## src/rtl/uart_rx_fifo.sv

```systemverilog
// uart_rx_fifo: 8N1 UART receiver with oversampling divider feeding a small receive FIFO with sticky error flags
module uart_rx_fifo #(
  parameter int FIFO_DEPTH = 4,
  parameter int W_DIV      = 16
) (
  input  logic                          clk_sys,
  input  logic                          rst_n,
  input  logic                          enable,
  input  logic [W_DIV-1:0]              clkdiv,
  input  logic                          rx,
  output logic [7:0]                    rdata,
  output logic                          rvalid,
  input  logic                          rready,
  output logic                          frame_err,
  output logic                          overrun,
  input  logic                          err_clr,
  output logic [$clog2(FIFO_DEPTH):0]   level
);
  localparam int AW = $clog2(FIFO_DEPTH);
  localparam logic [AW:0] FULL = FIFO_DEPTH[AW:0];
  typedef enum logic [1:0] {IDLE, START, DATA, STOP} state_t;
  state_t           state_q, state_d;
  logic [1:0]       sync_q, sync_d;
  logic             prev_q, prev_d;
  logic [W_DIV-1:0] ctr_q, ctr_d;
  logic [2:0]       idx_q, idx_d;
  logic [7:0]       shift_q, shift_d;
  logic [7:0]       mem_q [FIFO_DEPTH];
  logic [7:0]       mem_d [FIFO_DEPTH];
  logic [AW-1:0]    wr_q, wr_d, rd_q, rd_d;
  logic [AW:0]      cnt_q, cnt_d;
  logic             ferr_q, ferr_d, ovr_q, ovr_d;
  logic             rx_s, fall, zero, push_req, ferr_set, pop, push, full, ovr_set;
  assign rx_s      = sync_q[1];
  assign fall      = prev_q & ~rx_s;
  assign zero      = ctr_q == '0;
  assign rdata     = mem_q[rd_q];
  assign rvalid    = cnt_q != '0;
  assign level     = cnt_q;
  assign frame_err = ferr_q;
  assign overrun   = ovr_q;
  // Frame FSM: mid-bit sampling timed by the down-counter; a disable aborts any partial frame
  always_comb begin
    sync_d   = {sync_q[0], rx};
    prev_d   = rx_s;
    state_d  = state_q;
    ctr_d    = ctr_q;
    idx_d    = idx_q;
    shift_d  = shift_q;
    push_req = 1'b0;
    ferr_set = 1'b0;
    case (state_q)
      IDLE: if (fall) begin
        ctr_d   = clkdiv >> 1;
        state_d = START;
      end
      START: if (!zero) ctr_d = ctr_q - 1'b1;
      else if (!rx_s) begin
        ctr_d   = clkdiv;
        idx_d   = 3'd0;
        state_d = DATA;
      end else state_d = IDLE;
      DATA: if (!zero) ctr_d = ctr_q - 1'b1;
      else begin
        shift_d = {rx_s, shift_q[7:1]};
        ctr_d   = clkdiv;
        idx_d   = idx_q + 3'd1;
        state_d = idx_q == 3'd7 ? STOP : DATA;
      end
      STOP: if (!zero) ctr_d = ctr_q - 1'b1;
      else begin
        push_req = rx_s;
        ferr_set = ~rx_s;
        state_d  = IDLE;
      end
      default: state_d = IDLE;
    endcase
    if (!enable) begin
      state_d  = IDLE;
      push_req = 1'b0;
      ferr_set = 1'b0;
    end
  end
  // FIFO bookkeeping: a full FIFO still takes a byte when the head leaves in the same cycle
  always_comb begin
    pop     = rvalid & rready;
    full    = cnt_q == FULL;
    push    = push_req & (~full | pop);
    ovr_set = push_req & full & ~pop;
    mem_d   = mem_q;
    if (push) mem_d[wr_q] = shift_q;
    wr_d    = push ? wr_q + 1'b1 : wr_q;
    rd_d    = pop ? rd_q + 1'b1 : rd_q;
    cnt_d   = push == pop ? cnt_q : push ? cnt_q + 1'b1 : cnt_q - 1'b1;
    ferr_d  = ferr_set | (ferr_q & ~err_clr);
    ovr_d   = ovr_set | (ovr_q & ~err_clr);
  end
  // All state registers, cleared asynchronously to the idle line / empty FIFO
  always_ff @(posedge clk_sys or negedge rst_n) begin
    if (!rst_n) begin
      sync_q  <= 2'b11;
      prev_q  <= 1'b1;
      state_q <= IDLE;
      ctr_q   <= '0;
      idx_q   <= '0;
      shift_q <= '0;
      mem_q   <= '{default: '0};
      wr_q    <= '0;
      rd_q    <= '0;
      cnt_q   <= '0;
      ferr_q  <= 1'b0;
      ovr_q   <= 1'b0;
    end else begin
      sync_q  <= sync_d;
      prev_q  <= prev_d;
      state_q <= state_d;
      ctr_q   <= ctr_d;
      idx_q   <= idx_d;
      shift_q <= shift_d;
      mem_q   <= mem_d;
      wr_q    <= wr_d;
      rd_q    <= rd_d;
      cnt_q   <= cnt_d;
      ferr_q  <= ferr_d;
      ovr_q   <= ovr_d;
    end
  end
endmodule

```

## config.mk

```make
export PLATFORM = sky130hd
export DESIGN_NAME = uart_rx_fifo
export DESIGN_NICKNAME = d
export VERILOG_FILES = /design/src/rtl/uart_rx_fifo.sv
export SDC_FILE = /design/constraint.sdc
export NUM_CORES = 1
export LEC_CHECK = 0
export CORE_ASPECT_RATIO = 1.75
export CORE_MARGIN = 10
export CORE_UTILIZATION = 55
export CTS_CLUSTER_DIAMETER = 200
export DETAILED_ROUTE_END_ITERATION = 12
export DONT_BUFFER_PORTS = 1
export GPL_TIMING_DRIVEN = 1
export HOLD_SLACK_MARGIN = 0.03
export PLACE_DENSITY = 0.7
export SLEW_MARGIN = 10
export SYNTH_ARGS = -nofsm -noshare
export SYNTH_HDL_FRONTEND = slang
export SYNTH_SLANG_ARGS = --single-unit
```

## constraint.sdc

```tcl
create_clock -name clk_sys -period 2.6 [get_ports clk_sys]
set_input_delay 0.13 -clock clk_sys [delete_from_list [all_inputs] [get_ports clk_sys]]
set_output_delay 0.13 -clock clk_sys [all_outputs]
set_load 0.005 [all_outputs]
```

==> results by stage <==
Run status:
- The run finished with clean final reports.

Clocking:
- The post-CTS setup buffer count is 0.
- The later pin in the worst-skew pair is clocked with a latency of ~0.35 ns.
- In this run the clock root is driven by a sky130_fd_sc_hd__clkbuf_16.
- TritonCTS built the clock tree.
- The clock slew at the register clock pins of the worst setup and hold paths is 0.06 ns.
- The CTS sink count is 73.
- The clock passes through at most 2 buffers.
- The number of buffers inserted during clock tree synthesis is 9.
- The number of H-tree levels is 3.

Cells and area:
- 0 antenna diodes ended up in the layout.
- In the final layout, the share of cells above drive strength 1 is 0.2725.
- The signed area change from the synthesized netlist to the final layout is 16.95%.
- The final design utilization is 0.6535.
- The number of fill cells in the layout is a little under 600.
- The library cell used most frequently in the layout, excluding fill and tap cells, is sky130_fd_sc_hd__dfrtp_1.
- The final non-filler cell total is roughly 500.
- Summing all flip-flop and latch instances after layout gives around 0.0018 mm².
- In the final design database the tool counted 442 nets.
- The top cell types in the final layout, fill and taps aside, are 70 x sky130_fd_sc_hd__dfrtp_1, 30 x sky130_fd_sc_hd__mux2_2, 22 x sky130_fd_sc_hd__buf_4.
- The area occupied by multi-input gates is roughly 0.0022 mm².

Worst setup path:
- For the worst setup path, the data required time is between 2 and 3 ns.
- STA classifies the critical path endpoint as a register.
- The critical path is of the reg -> reg type.
- Along the worst path, the maximum fanout reaches 11.
- The signal arrival time at the worst endpoint is around 2.7 ns.
- The worst setup path is launched from a register.
- The length in cells of the worst reg-to-reg path is 6.

Yosys:
- The share of Yosys cell area claimed by the top area cell type is 0.4172.
- Counting every instance in the synthesized netlist gives roughly 380.
- In this run, synthesis produced a sequential element count of between 70 and 80.
- The sequential element share of the synthesized area is 0.4359.
- The netlist area before placement is approximately 0.0042 mm².
- The net count after synthesis is 414.
- The synthesized netlist contains 56 unique library cells.
- The share of flip-flops with an asynchronous set or reset after synthesis is 1.000.
- The library cell with the largest summed area after synthesis is sky130_fd_sc_hd__dfrtp_1.
- The synthesized area per cell is approximately 11 µm².
- Yosys printed 0 warnings.
- In the post-synthesis netlist, the biggest area contributors are sky130_fd_sc_hd__dfrtp_1 42%, sky130_fd_sc_hd__mux2_2 8.0%, sky130_fd_sc_hd__mux2_4 4.6%, sky130_fd_sc_hd__mux4_2 4.3%, sky130_fd_sc_hd__ha_1 3.9%.
- The most instantiated flip-flop cell in the synthesis netlist is sky130_fd_sc_hd__dfrtp_1.
- In this run, synthesis inferred 0 flip-flops with an integrated enable.

Route:
- After detailed routing, the average wire length per cell comes to between 20 and 25 µm.
- The routed wire length is around 10000 µm.
- The per-cell via count in the routed design is 6.373.
- The routed layout has 3180 vias.
- The violation count after the first detailed-routing iteration is approximately 120.
- The DRC violation count after routing is 0.
- The detail route stage leaves a number of antenna-violating nets equal to 0.
- The first-pass iteration count of the detailed router is 4.

Worst hold path:
- In this run the worst hold path is classified as in -> reg.
- The number of stages on the worst hold path is 2.

STA:
- At the pin with the least slew margin, the transition time is roughly 0.60 ns.
- The accumulated negative setup slack is 0 ns.
- For the final database, setup skew stands at between 0.01 and 0.015 ns.
- In this run the tightest slew margin relative to its limit is 0.6021.
- The smallest clock period supported by the final layout is computed as 2.464 ns.
- The fraction of the cycle the final worst path needs is 0.9477.
- The tightest hold margin is about 0.046 ns.
- Static timing analysis puts the maximum clock frequency at 0.4059 GHz.
- The number of hold violations in the final report is 0.
- The number of max-slew violations in the final report came to 0.
- The number of setup violations in the final report is 0.

Power:
- The worst IR drop on VDD is between 500 and 600 µV.
- The power density over cell area is around 850 mW/mm².
- Total power for the finished layout comes to between 4000 and 5000 µW.
- The leakage power of the design is around 0.0023 µW.

Global route:
- The via count of the first global-routing pass is approximately 3400.
- The highest-utilization routing layer at the global route stage is met2.
- The fraction of met1 tracks used by global routing is 0.1799.
- The met2 usage in global routing is 0.3249.
- The maximum number of pins on one net before global-route repair is between 70 and 80.
- The wire length of the first global-routing pass is about 17000 µm.
- The total global-route track usage is 0.1826.
- The number of antenna violations at the first check in global routing is 0.
- The residual overflow from global routing is 0.
- For met3 alone, demand over resource in global routing was 0.05843.

Floorplan:
- The die covers approximately 0.012 mm².
- The core area is around 0.0075 mm².
- Row generation in the floorplan step produced 42 rows.
- The number of ports placed on the die boundary is 36.
- The starting density of the core is 0.5588.
- The die width is ~86 µm.
- The die is around 140 µm tall.

Place:
- Once placement completed, the tool counted placed cells totaling ~470.
- The HPWL after detailed placement is 7162 µm.
- The congestion estimate from routability-driven global placement came to ~0.90.
- The count of buffers inserted at the top-level ports is 0.

Run:
- The tool flagged a number of max-cap violations equal to 0.
[sequential cells by signal, summed over array words and instances, names as in the netlist]
signal and count:
mem_q 32, level 3, overrun 1, wr_q 2
prev_q 1, shift_q 8, sync_q 2, rd_q 2
frame_err 1, state_q 2, idx_q 3, ctr_q 16
[cell families (layout without fill, tap and decap cells)]
| kind of cell | count (synthesis) | after routing | synth area share |
|---|---|---|---|
| AOI/OAI and AO/OA | 86 | 86 | 0.1418 |
| adders and majority gates | 14 | 14 | 0.04351 |
| xor gates and xnor gates | 12 | 12 | 0.02503 |
| muxes | 55 | 55 | 0.1794 |
| and+or+nand+nor | 98 | 98 | 0.1386 |
| buffers and inverters | 40 | 73 | 0.03576 |
| DFF | 73 | 73 | 0.4359 |
[worst max-delay path, cell delays in order, from the launching register on]
cell,delay [ns]
sky130_fd_sc_hd__dfrtp_1,0.43
sky130_fd_sc_hd__or4_4,0.61
sky130_fd_sc_hd__or4_4,0.54
sky130_fd_sc_hd__nor3_4,0.11
sky130_fd_sc_hd__buf_4,0.20
sky130_fd_sc_hd__nand2_4,0.13
sky130_fd_sc_hd__mux2_4,0.31
[metal layers]
metal,part of all wire,vias up
li1,-,1473
met1,0.36,1584
met2,0.54,97
met3,0.061,26
met4,0.037,0
met5,0,-
[power by group]
group / internal (µW) / switching (µW)
logic: 663 / 743
clock network: 746 / 494
registers: 1280 / 230
[final timing paths]
kind	to	from	slack [ns]
max	mem_q[1]	ctr_q[8]	0.14
min	level[2]	rready	0.05
max reg2reg	mem_q[1]	ctr_q[8]	0.14
min reg2reg	sync_q[1]	sync_q[0]	0.36
max in group asynchronous	prev_q	rst_n	1.88
min in group asynchronous	ctr_q[15]	rst_n	0.39
[metrics by stage]
step	setup slack, ns	cell area [µm²]
after floorplan	0.05552	4199
after detailed placement	0.1684	4415
final	0.1361	4911
after global placement	0.2023	4415
after CTS	0.1445	4890
after global routing	-0.01181	4911
[cell type report]
cell class | count | area share
Clock buffer | 10 | 0.04662
Clock inverter | 6 | 0.01376
Timing Repair Buffer | 39 | 0.07389
Inverter | 18 | 0.01376
Tap cell | 88 | 0.02242
Sequential cell | 73 | 0.3727
Multi-Input combinational cell | 265 | 0.4568
[cell usage after synthesis, types with 3 or more instances]
cell type                  count
sky130_fd_sc_hd__and2_1        3
sky130_fd_sc_hd__clkbuf_1     21
sky130_fd_sc_hd__a221oi_1      6
sky130_fd_sc_hd__nand2b_1      6
sky130_fd_sc_hd__xor2_1        4
sky130_fd_sc_hd__o21a_1        4
sky130_fd_sc_hd__a31oi_1       6
sky130_fd_sc_hd__nor2_1       12
sky130_fd_sc_hd__a211oi_1      3
sky130_fd_sc_hd__o31ai_1      10
sky130_fd_sc_hd__o32ai_1       3
sky130_fd_sc_hd__or3_1         5
sky130_fd_sc_hd__nand2_4       4
sky130_fd_sc_hd__inv_1        18
sky130_fd_sc_hd__nor3_1        8
sky130_fd_sc_hd__dfrtp_1      70
sky130_fd_sc_hd__o21ai_0      14
sky130_fd_sc_hd__mux4_2        8
sky130_fd_sc_hd__mux2_4       13
sky130_fd_sc_hd__mux2_2       30
sky130_fd_sc_hd__nand3_1       9
sky130_fd_sc_hd__xnor2_1       8
sky130_fd_sc_hd__or4_4         3
sky130_fd_sc_hd__or4_1         3
sky130_fd_sc_hd__dfstp_2       3
sky130_fd_sc_hd__ha_1         13
sky130_fd_sc_hd__nor4_1        7
sky130_fd_sc_hd__a22o_1        7
sky130_fd_sc_hd__a21oi_1      14
sky130_fd_sc_hd__mux2i_1       4
sky130_fd_sc_hd__nand2_1      21
[what timing repair did]
action                                 4_1_cts  5_1_grt
hold buffers                                16        0
endpoints found under the hold margin       91        0
setup endpoints to repair                    0        2
resized for setup                            0        3
Note: power is estimated with default switching activity, not from simulation.
